[config.mk]
export PLATFORM = sky130hd
export DESIGN_NAME = video_scandoubler
export DESIGN_NICKNAME = d
export VERILOG_FILES = /design/src/rtl/video_scandoubler.sv
export SDC_FILE = /design/constraint.sdc
export NUM_CORES = 2
export LEC_CHECK = 0
export CAP_MARGIN = 5
export CORE_ASPECT_RATIO = 1.1
export CORE_MARGIN = 2
export CORE_UTILIZATION = 57
export CTS_CLUSTER_SIZE = 25
export DETAILED_ROUTE_END_ITERATION = 8
export PLACE_DENSITY = 0.74
export SLEW_MARGIN = 20
export SYNTH_ARGS = -nofsm -noshare
export SYNTH_HDL_FRONTEND = slang
export SYNTH_SLANG_ARGS = --single-unit
[constraint.sdc]
create_clock -name clk -period 2.45 [get_ports clk]
set_input_delay 0.49 -clock clk [delete_from_list [all_inputs] [get_ports clk]]
set_output_delay 0.49 -clock clk [all_outputs]
set_load 0.005 [all_outputs]
[src/rtl/video_scandoubler.sv]
// video_scandoubler
//
// Line-buffer scan doubler. Each incoming scanline is captured into one half of a
// ping-pong line RAM while the previously captured line is played out twice from the
// other half at the output dot rate, with its own horizontal and vertical sync timing.
//
// Ports
//   clk             system clock, all logic on the rising edge
//   reset           asynchronous, active-high reset
//   in_ce           input pixel strobe; in_color is sampled when high
//   in_color[5:0]   palette index of the incoming pixel
//   in_line_start   one-clk pulse at the start of each input scanline
//   in_frame_start  one-clk pulse at input line 0 (may coincide with in_line_start)
//   out_ce          output dot strobe, twice the in_ce rate
//   out_color[5:0]  doubled-line palette index (0 outside the visible window)
//   out_de          data enable
//   out_hsync       active-high horizontal sync
//   out_vsync       active-high vertical sync

module video_scandoubler #(
    parameter int unsigned H_TOTAL  = 341,
    parameter int unsigned H_ACTIVE = 256,
    parameter int unsigned HS_START = 280,
    parameter int unsigned HS_END   = 304,
    parameter int unsigned VS_LINE  = 243
) (
    input  logic       clk,
    input  logic       reset,
    input  logic       in_ce,
    input  logic [5:0] in_color,
    input  logic       in_line_start,
    input  logic       in_frame_start,
    input  logic       out_ce,
    output logic [5:0] out_color,
    output logic       out_de,
    output logic       out_hsync,
    output logic       out_vsync
);

    localparam int unsigned HW = $clog2(H_TOTAL);
    localparam int unsigned AW = $clog2(H_ACTIVE + 1);
    localparam int unsigned RW = (H_ACTIVE > 1) ? $clog2(H_ACTIVE) : 1;

    localparam logic [HW-1:0] HLast   = HW'(H_TOTAL - 1);
    localparam logic [HW-1:0] HActive = HW'(H_ACTIVE);
    localparam logic [HW-1:0] HsStart = HW'(HS_START);
    localparam logic [HW-1:0] HsEnd   = HW'(HS_END);
    localparam logic [AW-1:0] WaMax   = AW'(H_ACTIVE);
    localparam logic [8:0]    VsLine  = 9'(VS_LINE);

    typedef enum logic {StIdle, StActive} out_state_e;

    // Line banks; contents survive reset.
    logic [5:0] bank0_q [H_ACTIVE];
    logic [5:0] bank1_q [H_ACTIVE];

    logic          wb_q, wb_d;
    logic [AW-1:0] wa_q, wa_d;
    logic [HW-1:0] h_q, h_d;
    logic          cp_q, cp_d;
    out_state_e    state_q, state_d;
    logic [8:0]    ln_q, ln_d;
    logic          lv_q, lv_d;
    logic          armed_q, armed_d;
    logic [5:0]    out_color_q, out_color_d;
    logic          out_de_q, out_de_d;
    logic          out_hsync_q, out_hsync_d;
    logic          out_vsync_q, out_vsync_d;

    logic          we;
    logic          wsel;
    logic [RW-1:0] waddr;
    logic [5:0]    rd_data;
    logic          h_vis;

    always_comb begin
        wb_d        = wb_q;
        wa_d        = wa_q;
        h_d         = h_q;
        cp_d        = cp_q;
        state_d     = state_q;
        ln_d        = ln_q;
        lv_d        = lv_q;
        armed_d     = armed_q;
        out_color_d = out_color_q;
        out_de_d    = out_de_q;
        out_hsync_d = out_hsync_q;
        out_vsync_d = out_vsync_q;
        we          = 1'b0;
        wsel        = wb_q;
        waddr       = '0;
        rd_data     = '0;
        h_vis       = 1'b0;

        // Line-start actions come first so a coincident pixel or dot belongs to the new line.
        if (in_line_start) begin
            wb_d    = ~wb_q;
            wa_d    = '0;
            h_d     = '0;
            cp_d    = 1'b0;
            state_d = StActive;
            armed_d = 1'b1;
            // Second line start after reset: the read bank now holds a captured line.
            lv_d    = lv_q | armed_q;
        end

        if (in_frame_start) begin
            ln_d = '0;
        end else if (in_line_start) begin
            ln_d = ln_q + 9'd1;
        end

        // Capture side; nothing is written until the first line start after reset.
        if (in_ce && armed_d && (wa_d < WaMax)) begin
            we    = 1'b1;
            wsel  = wb_d;
            waddr = wa_d[RW-1:0];
            wa_d  = wa_d + AW'(1);
        end

        // Read bank is always the one not being written.
        rd_data = wb_d ? bank0_q[h_d[RW-1:0]] : bank1_q[h_d[RW-1:0]];
        h_vis   = (h_d < HActive);

        if (out_ce) begin
            if (state_d == StActive) begin
                out_de_d    = h_vis & lv_d;
                out_color_d = (h_vis & lv_d) ? rd_data : 6'd0;
                out_hsync_d = (h_d >= HsStart) && (h_d < HsEnd);
                // ln counts the line being captured; the one read out is ln-1.
                out_vsync_d = ((ln_d - 9'd1) == VsLine);
                if (h_d == HLast) begin
                    h_d = '0;
                    if (cp_d) begin
                        state_d = StIdle;
                        cp_d    = 1'b0;
                    end else begin
                        cp_d = 1'b1;
                    end
                end else begin
                    h_d = h_d + HW'(1);
                end
            end else begin
                out_de_d    = 1'b0;
                out_color_d = 6'd0;
                out_hsync_d = 1'b0;
                out_vsync_d = 1'b0;
                h_d         = '0;
            end
        end
    end

    always_ff @(posedge clk or posedge reset) begin
        if (reset) begin
            wb_q        <= 1'b0;
            wa_q        <= '0;
            h_q         <= '0;
            cp_q        <= 1'b0;
            state_q     <= StIdle;
            ln_q        <= '0;
            lv_q        <= 1'b0;
            armed_q     <= 1'b0;
            out_color_q <= 6'd0;
            out_de_q    <= 1'b0;
            out_hsync_q <= 1'b0;
            out_vsync_q <= 1'b0;
        end else begin
            wb_q        <= wb_d;
            wa_q        <= wa_d;
            h_q         <= h_d;
            cp_q        <= cp_d;
            state_q     <= state_d;
            ln_q        <= ln_d;
            lv_q        <= lv_d;
            armed_q     <= armed_d;
            out_color_q <= out_color_d;
            out_de_q    <= out_de_d;
            out_hsync_q <= out_hsync_d;
            out_vsync_q <= out_vsync_d;
        end
    end

    always_ff @(posedge clk) begin
        if (we && !reset) begin
            if (wsel) begin
                bank1_q[waddr] <= in_color;
            end else begin
                bank0_q[waddr] <= in_color;
            end
        end
    end

    assign out_color = out_color_q;
    assign out_de    = out_de_q;
    assign out_hsync = out_hsync_q;
    assign out_vsync = out_vsync_q;

endmodule

==> flow_metrics.env <==
export IMPL_status="complete, but fails checks"
export IMPL_violations="negative setup slack"
export IMPL_place_ws_ns=-1.76
export IMPL_cts_tree="yes"
export IMPL_drtIter0Drc=13687
export IMPL_place_area_mm2=0.142
export IMPL_wire_per_inst_um=32.1
export IMPL_clock_root_buffer="clkbuf_16"
export IMPL_start_util_pct=57.3
export IMPL_peakVddDrop_mv=0.776
export IMPL_yosys_area_top_type_share_pct=73.7
export IMPL_vias_per_cell=6.67
export IMPL_fin_crit_sh_pct=148
export IMPL_place_gp_congestion=0.970
export IMPL_die_w_um=451
export IMPL_row_count=180
export IMPL_skew_ns=0.0694
export IMPL_ys_seq_elements=3113
export IMPL_async_flop_share_pct=1.32
export IMPL_core_area_mm2=0.218
export IMPL_ys_flop_type="edfxtp_1"
export IMPL_final_hold_viol_count=0
export IMPL_period_needed_ns=3.62
export IMPL_pwr_density_cell_mw_per_mm2=731
export IMPL_drc=0
export IMPL_netlist_area_mm2=0.125
export IMPL_drive_gt1_share_pct=28.3
export IMPL_dieArea_mm2=0.223
export IMPL_met2_usage_pct=55.7
export IMPL_hpwl_um=252000
export IMPL_cts_htree_levels=5
export IMPL_finalWirelength_um=416000
export IMPL_final_common_cell="edfxtp_1"
export IMPL_critical_path_required_ns=3.36
export IMPL_cts_buffer_depth=4
export IMPL_p_leak_nw=54.1
export IMPL_setup_viol=3092
export IMPL_avgSynthCellArea_um2=15.1
export IMPL_die_h_um=495
export IMPL_cp_start_kind="register"
export IMPL_grt_overflow=0
export IMPL_clk_latency_ns=0.98
export IMPL_fin_nets=9828
export IMPL_ys_top_cells_by_area="edfxtp_1, mux2i_1, nand2_1, nor2_1, a211oi_1"
export IMPL_yosys_warnings=0
export IMPL_layout_common_cells="edfxtp_1, buf_4, nand2_1"
export IMPL_grt_use_met3_pct=9.04
export IMPL_clock_sinks=3113
export IMPL_fmax_mhz=276
export IMPL_synth_edf_count=3072
export IMPL_synthesis_nets=8303
export IMPL_rsz0062_at_grt="yes"
export IMPL_ys_seq_area_share_pct=74.6
export IMPL_finalCoreUtilization_pct=72.7
export IMPL_path_clk_slew_ns=0.06
export IMPL_crit_fanout=10
export IMPL_top_usage_layer="met2"
export IMPL_final_antenna_net_count=0
export IMPL_placement_io_buffers=20
export IMPL_ys_types=82
export IMPL_pin_count=21
export IMPL_cts_made_buffers=319
export IMPL_met1_usage_pct=45.5
export IMPL_grt_max_degree=136
export IMPL_end_kind="register"
export IMPL_finish_instance_area_mm2=0.159
export IMPL_grt_pass1_wl_um=585000
export IMPL_num_vias=86446
export IMPL_grt_usage_pct=36.3
export IMPL_fin_ws_ns=-1.17
export IMPL_worst_pin_slew_ns=0.757
export IMPL_drt_pass1_iterations=9
export IMPL_power_mw=116
export IMPL_slew_viol_final=0
export IMPL_antenna_found_initial=13
export IMPL_area_delta_synth_final_pct=26.9
export IMPL_relSlewSlack_pct=49.4
export IMPL_min_path_type="input port to register"
export IMPL_criticalPathCategory="register to register"
export IMPL_syn_inst=8285
export IMPL_maxCapViolations=0
export IMPL_worstPathArrival_ns=4.53
export IMPL_grt_pass1_vias=84843
export IMPL_yosysTopAreaCell="edfxtp_1"
[cell families after synthesis]
family,count (synthesis),synth area share (%)
compound gates,1585,9.02
xor+xnor,19,0.133
fa+ha+maj,6,0.0600
buf+inv,645,2.63
flops,3113,74.6
mux,749,6.04
simple gates,2168,7.56
[sequential cells by signal, summed over array words and instances, names as in the netlist, 6 cells and up]
| name | count |
|---|---|
| out_color | 6 |
| bank0_q | 1536 |
| bank1_q | 1536 |
| h_q | 9 |
| ln_q | 9 |
| wa_q | 9 |
[cell usage after synthesis, types with 15 or more instances]
cell       number
a2111oi_0      85
a211oi_1      302
a21oi_1       152
a221o_1        21
a221oi_1      182
a311oi_1       40
a31oi_1       242
a32oi_1        21
and3_1         39
buf_1          53
buf_2         226
buf_4          98
buf_6          23
clkbuf_1      226
dfrtp_1        41
edfxtp_1     3072
inv_1          16
mux2_2         40
mux2i_1       708
nand2_1       814
nand2b_1       15
nand3_1        72
nand4_1        21
nor2_1        774
nor2b_1       273
nor3_1         96
o211ai_1       22
o21ai_0       207
o221ai_1      102
o22ai_1       111
o311ai_0       22
[timing repair]
action                                  4_1_cts  5_1_grt
setup buffers                                91       41
pin swaps                                   118       93
endpoints found under the setup margin     3083     3086
cloned                                       36       10
hold endpoints to repair                     61        0
resized for setup                           677      378
hold buffers                                  5        0
[power breakdown]
group	internal (mW)	leakage, nW	switching, mW
combinational	4.06	21.2	6.63
sequential	58.6	28.1	0.164
clock	26.7	4.78	19.9
total	89.3	54.1	26.7
[stage by stage]
step	hold slack (ns)	TNS [ns]	cells
floorplan	0.418	-770.18	8285
global placement	0.461	-1809.61	12228
detailed placement	0.467	-1796.16	12228
CTS	0.00257	-217.44	12907
global route	0.0335	-939.13	12952
finish	0.0419	-890.68	12960
[final cells by class]
| cell class | instances | area, um2 |
|---|---|---|
| inverters | 16 | 88.8 |
| clock buffers | 398 | 8460 |
| fillers | 12429 | 59700 |
| clock inverters | 152 | 1290 |
| repair buffers | 1833 | 19300 |
| well taps | 2912 | 3640 |
| flip-flops and latches | 3113 | 93300 |
| multi-input cells | 4527 | 32600 |
| diodes | 9 | 22.5 |
[worst max-delay path, cell delays in order (launching register included)]
cell and delay (ns):
dfrtp_4 0.57, buf_12 0.19, nand2b_4 0.20, buf_6 0.19, bufbuf_16 0.33, nor2_1 0.11, a2111oi_0 0.57, or3_1 0.25
o2bb2ai_2 0.16, nor4b_4 0.26, buf_4 0.25, nand4_1 0.15, o2111ai_2 0.12, a32o_1 0.18
[metal layers]
metal	vias up	wire length, um
li1	35374	-
met1	42328	136000
met2	7035	188000
met3	1697	56400
met4	12	35900
met5	-	97
[path summary, 6_finish.rpt]
kind | slack, ns | depth (start not counted) | startpoint | end
min in group asynchronous | 0.53 | 4 | reset | wa_q[8]
setup reg to reg | -1.17 | 13 | h_q[0] | out_color[0]
max in group asynchronous | 1.46 | 5 | reset | ln_q[5]
hold reg to reg | 0.49 | 1 | out_de | out_de
setup / recovery | -1.17 | 13 | h_q[0] | out_color[0]
hold / removal | 0.04 | 1 | in_color[2] | bank1_q[75][2]
(Power assumes the default switching activity.)
